===== config.mk =====
export PLATFORM = sky130hd
export DESIGN_NAME = gcm_decrypt_stage
export DESIGN_NICKNAME = d
export VERILOG_FILES = /design/src/rtl/gcm_decrypt_stage.sv
export SDC_FILE = /design/constraint.sdc
export NUM_CORES = 2
export LEC_CHECK = 0
export BUFFER_PORTS_ARGS = -buffer_cell sky130_fd_sc_hd__buf_2
export CAP_MARGIN = 40
export CELL_PAD_IN_SITES_DETAIL_PLACEMENT = 0
export CELL_PAD_IN_SITES_GLOBAL_PLACEMENT = 2
export CORE_ASPECT_RATIO = 0.9
export CORE_MARGIN = 8
export CORE_UTILIZATION = 33
export DETAILED_ROUTE_END_ITERATION = 7
export MAX_ROUTING_LAYER = met4
export PLACE_DENSITY = 0.84
export SYNTH_ARGS = -nofsm -noshare
export SYNTH_HDL_FRONTEND = slang
export SYNTH_SLANG_ARGS = --single-unit
export TNS_END_PERCENT = 30

===== constraint.sdc =====
create_clock -name clk -period 28.7 [get_ports clk]
set_input_delay 0 -clock clk [delete_from_list [all_inputs] [get_ports clk]]
set_output_delay 0 -clock clk [all_outputs]
set_load 0.05 [all_outputs]

===== src/rtl/gcm_decrypt_stage.sv =====
`default_nettype none
// ============================================================================
// Module   : gcm_decrypt_stage
// Brief    : AES-GCM decrypt back end: CTR keystream XOR, bit-serial GHASH
//            over AAD/ciphertext/length blocks, and final tag generation.
//            Define GCM_TAG_CHECK_EN to add i_tag / o_auth_ok tag compare.
// Revision : 1.0 - initial release
// ============================================================================
module gcm_decrypt_stage (
  input  logic         clk,
  input  logic         rst,
  input  logic         i_valid,
  output logic         o_ready,
  input  logic [0:2]   i_phase,
  input  logic [0:127] i_data,
  input  logic [0:15]  i_byte_en,
  input  logic [0:127] i_keystream,
  input  logic [0:127] i_h,
  input  logic [0:127] i_ek_j0,
`ifdef GCM_TAG_CHECK_EN
  input  logic [0:127] i_tag,
  output logic         o_auth_ok,
`endif
  output logic [0:127] o_data,
  output logic         o_data_valid,
  output logic [0:127] o_tag,
  output logic         o_tag_valid
);

  localparam logic [0:2]   c_phase_aad = 3'b000;
  localparam logic [0:2]   c_phase_txt = 3'b010;
  localparam logic [0:2]   c_phase_len = 3'b111;
  localparam logic [0:127] c_gf_poly   = {8'hE1, 120'h0};

  typedef enum logic [1:0] {ST_IDLE, ST_MULT, ST_TAG} state_t;

  state_t       state_q, state_d;
  logic [6:0]   cnt_q, cnt_d;
  logic [0:127] y_q, y_d, x_q, x_d, z_q, z_d, v_q, v_d;
  logic [0:127] h_q, h_d, ek_q, ek_d;
  logic         first_q, first_d, is_len_q, is_len_d;
  logic [0:127] data_q, data_d, tag_q, tag_d;
  logic         data_valid_q, data_valid_d, tag_valid_q, tag_valid_d;

  logic [0:127] byte_mask, data_masked, y_base, z_step, v_step;
  logic         start;

  for (genvar k = 0; k < 16; k++) begin : g_byte_mask
    assign byte_mask[8*k +: 8] = {8{i_byte_en[k]}};
  end

  assign data_masked = i_data & byte_mask;
  assign start       = i_valid && (state_q == ST_IDLE) &&
                       ((i_phase == c_phase_aad) || (i_phase == c_phase_txt) ||
                        (i_phase == c_phase_len));
  assign y_base      = first_q ? '0 : y_q;
  // X is shifted toward index 0 each step so x_q[0] is always the current bit.
  assign z_step      = x_q[0] ? (z_q ^ v_q) : z_q;
  assign v_step      = v_q[127] ? ({1'b0, v_q[0:126]} ^ c_gf_poly) : {1'b0, v_q[0:126]};

`ifdef GCM_TAG_CHECK_EN
  logic [0:127] tag_ref_q, tag_ref_d;
  logic         auth_ok_q, auth_ok_d;
`endif

  always_comb begin
    state_d      = state_q;
    cnt_d        = cnt_q;
    y_d          = y_q;
    x_d          = x_q;
    z_d          = z_q;
    v_d          = v_q;
    h_d          = h_q;
    ek_d         = ek_q;
    first_d      = first_q;
    is_len_d     = is_len_q;
    data_d       = data_q;
    data_valid_d = 1'b0;
    tag_d        = tag_q;
    tag_valid_d  = 1'b0;
`ifdef GCM_TAG_CHECK_EN
    tag_ref_d    = tag_ref_q;
    auth_ok_d    = auth_ok_q;
`endif
    unique case (state_q)
      ST_IDLE: begin
        if (start) begin
          if (first_q) begin
            h_d  = i_h;
            ek_d = i_ek_j0;
          end
          y_d      = y_base;
          x_d      = y_base ^ data_masked;
          z_d      = '0;
          v_d      = first_q ? i_h : h_q;
          first_d  = 1'b0;
          is_len_d = (i_phase == c_phase_len);
          cnt_d    = 7'd0;
          state_d  = ST_MULT;
          if (i_phase == c_phase_txt) begin
            data_d       = (i_data ^ i_keystream) & byte_mask;
            data_valid_d = 1'b1;
          end
`ifdef GCM_TAG_CHECK_EN
          if (i_phase == c_phase_len) tag_ref_d = i_tag;
`endif
        end
      end
      ST_MULT: begin
        z_d   = z_step;
        v_d   = v_step;
        x_d   = {x_q[1:127], 1'b0};
        cnt_d = cnt_q + 7'd1;
        if (cnt_q == 7'd127) begin
          y_d     = z_step;
          state_d = is_len_q ? ST_TAG : ST_IDLE;
          if (is_len_q) begin
            tag_d       = z_step ^ ek_q;
            tag_valid_d = 1'b1;
`ifdef GCM_TAG_CHECK_EN
            auth_ok_d   = ((z_step ^ ek_q) == tag_ref_q);
`endif
          end
        end
      end
      ST_TAG: begin
        first_d = 1'b1;
        state_d = ST_IDLE;
      end
      default: state_d = ST_IDLE;
    endcase
  end

  always_ff @(posedge clk or posedge rst) begin
    if (rst) begin
      state_q      <= ST_IDLE;
      cnt_q        <= 7'd0;
      y_q          <= '0;
      x_q          <= '0;
      z_q          <= '0;
      v_q          <= '0;
      h_q          <= '0;
      ek_q         <= '0;
      first_q      <= 1'b1;
      is_len_q     <= 1'b0;
      data_q       <= '0;
      data_valid_q <= 1'b0;
      tag_q        <= '0;
      tag_valid_q  <= 1'b0;
    end else begin
      state_q      <= state_d;
      cnt_q        <= cnt_d;
      y_q          <= y_d;
      x_q          <= x_d;
      z_q          <= z_d;
      v_q          <= v_d;
      h_q          <= h_d;
      ek_q         <= ek_d;
      first_q      <= first_d;
      is_len_q     <= is_len_d;
      data_q       <= data_d;
      data_valid_q <= data_valid_d;
      tag_q        <= tag_d;
      tag_valid_q  <= tag_valid_d;
    end
  end

`ifdef GCM_TAG_CHECK_EN
  always_ff @(posedge clk or posedge rst) begin
    if (rst) begin
      tag_ref_q <= '0;
      auth_ok_q <= 1'b0;
    end else begin
      tag_ref_q <= tag_ref_d;
      auth_ok_q <= auth_ok_d;
    end
  end
  assign o_auth_ok = auth_ok_q;
`endif

  assign o_ready      = (state_q == ST_IDLE);
  assign o_data       = data_q;
  assign o_data_valid = data_valid_q;
  assign o_tag        = tag_q;
  assign o_tag_valid  = tag_valid_q;

endmodule
`default_nettype wire


==> key figures <==
Run status
  – Status: finished clean

GRT
  – Vias in the first global route: 43800
  – Initial antenna violation count: 35
  – Maximum number of pins on one net before global-route repair: 185
  – Grt ovf: 0
  – Overall Global Routing Usage: 20.4%
  – Global-route wire length before repair: 260000 um

Min path
  – Hold WC Path Type: in2reg
  – Hold-critical path depth: 5
  – Hold Startpoint: i_byte_en[1]
  – Hold worst-path end: x_q[10]$_DFFE_PP0P_

Clock network
  – Clock sinks: 1037
  – Bufs on Longest Clock Path: 3
  – CTS root buf: clkbuf_16
  – Clock Pin Slew Worst Setup and Hold Paths: 0.07 ns
  – Clk_lat worst skew: 0.74 ns
  – CTS tree: yes
  – H-Tree Depth: 3
  – Cts repair resizes: 0
  – CTS buffer count: 113

Worst setup path
  – FF-to-FF path depth: 7
  – Critical path launch point type: flop
  – Critical path class: reg2reg
  – CP arrival: 5.56 ns
  – RR Startpoint: first_q$_DFFE_PP1P_
  – Critical Path RT: 29.29 ns
  – CP Capture Type: flop
  – CP Max Fanout: 62
  – Worst reg2reg endpoint: ek_q[100]$_DFFE_PP0P_
  – Reg2Reg Setup Slack: 23.73 ns

Yosys
  – Cell variety after synth: 42
  – Post-synth EDFFs: 0
  – Post-synth top flop: dfrtp_1
  – Seq/Total Area, Yosys: 52.5%
  – Synthesis-stage register bit count: 1037
  – Synth async-reset ratio: 100%
  – Synth Cell Area: 49400 sq um
  – Synth Instances: 4910
  – Yosys warns: 0
  – Syn_nets: 5445
  – Syn avg cell area: 10.1 sq um

Placed design
  – Placed cell count: 7378
  – HPWL Detailed: 109000 um
  – Final Wtd Congestion: 0.810
  – IO buf count: 792

Timing
  – Worst-case clock skew: 0.0509 ns
  – Final period utilization: 17.3%
  – Tmin final: 4.97 ns
  – Rel. slew slack: 19.3%
  – RSZ-0062 raised after global routing: no
  – Max-slew violations: 0
  – Fin Setup TNS: 0 ns
  – Worst slew pin tran: 1.21 ns
  – Final setup vio count: 0
  – Fin. Hold Viols: 0
  – Worst hold margin: 0.0450 ns
  – Fmax: 0.201 GHz

Pwr
  – PD cells: 84.6 nW/um^2
  – Worst VDD drop: 56.9 uV
  – Leakage power: 0.0308 uW

Final layout
  – Layout cells sized above 1: 20.5%
  – Area of the multi-input gates: 21900 sq um
  – Most common cell after layout, fill and taps aside: dfrtp_1
  – Fillers: 13700
  – Commonest non-fill, non-tap cells in the layout: dfrtp_1, dlygate4sd3_1, buf_2, nand2_1, o21ai_0
  – Register area: 26000 sq um
  – Layout Cells excl Fill: 8562
  – Layout Nets: 7004
  – Synth-to-Final Area Change: 38.9%

Drt
  – Via Count: 42000
  – Via density per instance: 4.91
  – Post-route DRC: 0
  – Total Wirelength: 166000 um
  – WL/cell: 19.4 um
  – Final ANT Viol Nets: 0
  – Iter 0 DRT Violations: 2461
  – 1st-pass router iterations: 5

Job
  – Max_cap viols: 0

Floorplanning
  – Std-Cell Rows: 134
  – Die area: 162000 sq um
  – Initial core utilization: 33.3%
  – Die width: 424 um
  – Core area: 148000 sq um
  – Chip Height: 383 um
  – I/O pin total: 793
-- cell usage after synthesis (2+ instances only) --
master | n | area share, %
o21ai_1 | 60 | 0.61
buf_1 | 19 | 0.14
o221a_2 | 2 | 0.046
mux2_2 | 292 | 6.7
mux2i_1 | 60 | 1.2
nor2b_1 | 129 | 1.6
o21ai_0 | 593 | 6.0
clkbuf_1 | 257 | 2.0
xor2_1 | 260 | 4.6
o22ai_1 | 3 | 0.038
o21a_1 | 3 | 0.046
inv_1 | 6 | 0.046
a21oi_1 | 242 | 2.5
and3_1 | 2 | 0.025
nor2_1 | 261 | 2.0
o31ai_1 | 127 | 1.9
buf_6 | 13 | 0.30
o211ai_1 | 2 | 0.030
nand3_1 | 259 | 2.6
nand2b_1 | 58 | 0.73
mux2_1 | 100 | 2.3
dfrtp_1 | 1036 | 52
nand4_1 | 2 | 0.025
buf_2 | 76 | 0.77
a22o_1 | 57 | 1.0
xnor2_1 | 257 | 4.6
nand2_1 | 719 | 5.5
-- stage by stage --
step           setup slack, ns  util, %  total power (uW)  cell area, sq um
2_1_floorplan            14.41        -              3670             49400
3_3_place_gp             23.68     36.9              4150             54800
3_5_place_dp             23.74     37.2              4220             55200
4_1_cts                  23.69     46.2              5850             68500
5_1_grt                  23.26     46.2              6180             68600
6_report                 23.73     46.2              5800             68600
-- layout make-up --
type                    count  share of cell area, %
diodes                     38                  0.139
clock buffers             165                   4.82
flip-flops and latches   1037                   37.8
well taps                1972                   3.60
clock inverters            33                  0.721
inverters                   6                 0.0420
multi-input cells        3501                   31.9
repair buffers           1810                   20.9
-- worst max-delay path by stage --
stage | depth (start not counted) | end | startpoint
after detailed placement | 7 | ek_q[104]$_DFFE_PP0P_ | first_q$_DFFE_PP1P_
after floorplan | 1 | cnt_q[0]$_DFFE_PP0P_ | rst
after CTS | 7 | ek_q[102]$_DFFE_PP0P_ | first_q$_DFFE_PP1P_
after global routing | 10 | z_q[0]$_DFFE_PP0P_ | rst
final | 7 | ek_q[100]$_DFFE_PP0P_ | first_q$_DFFE_PP1P_
after global placement | 6 | ek_q[92]$_DFFE_PP0P_ | first_q$_DFFE_PP1P_
-- sequential cells by signal, indices dropped and copies added, names as in the netlist, 2 cells and up --
register  flops
v_q         128
z_q         128
ek_q        128
x_q         128
o_data      128
state_q       2
o_tag       128
y_q         128
h_q         128
cnt_q         7
-- worst max-delay path: stages, from the launching register on --
cell,delay (ns)
dfstp_4,0.72
o221ai_4,0.50
buf_4,0.58
buf_4,0.72
buf_4,0.79
buf_4,0.61
buf_12,0.29
mux2_2,0.38
-- repair_timing --
action | in CTS | in global routing
setup buffers | 0 | 0
hold buffers | 948 | 0
endpoints found under the hold margin | 707 | 0
-- cell families (layout without fill, tap and decap cells) --
family / count (synthesis) / count (layout) / synth area share (%)
multiplexers: 452 / 452 / 10.2
adder cells (fa/ha/maj): 1 / 1 / 0.0253
AND/OR/NAND/NOR: 1435 / 1435 / 12.6
buffers and inverters: 372 / 2014 / 3.22
AO/OA/AOI/OAI: 1096 / 1096 / 12.3
XOR/XNOR: 517 / 517 / 9.17
flip-flops: 1037 / 1037 / 52.5
other: 0 / 38 / 0
-- report_power, final --
group	switching [uW]	total (uW)	internal, uW
sequential	365	2330	1970
clock	637	1500	861
combinational	1140	1980	839
-- routing by layer --
layer / vias up / global-route usage [%] / routed length, um
li1: 19800 / - / -
met3: 361 / 2.91 / 6090
met4: 0 / 7.36 / 6340
met2: 1001 / 34.7 / 84200
met1: 20900 / 24.8 / 69700
met5: - / - / 0
Power figures use the tool's default switching activity.
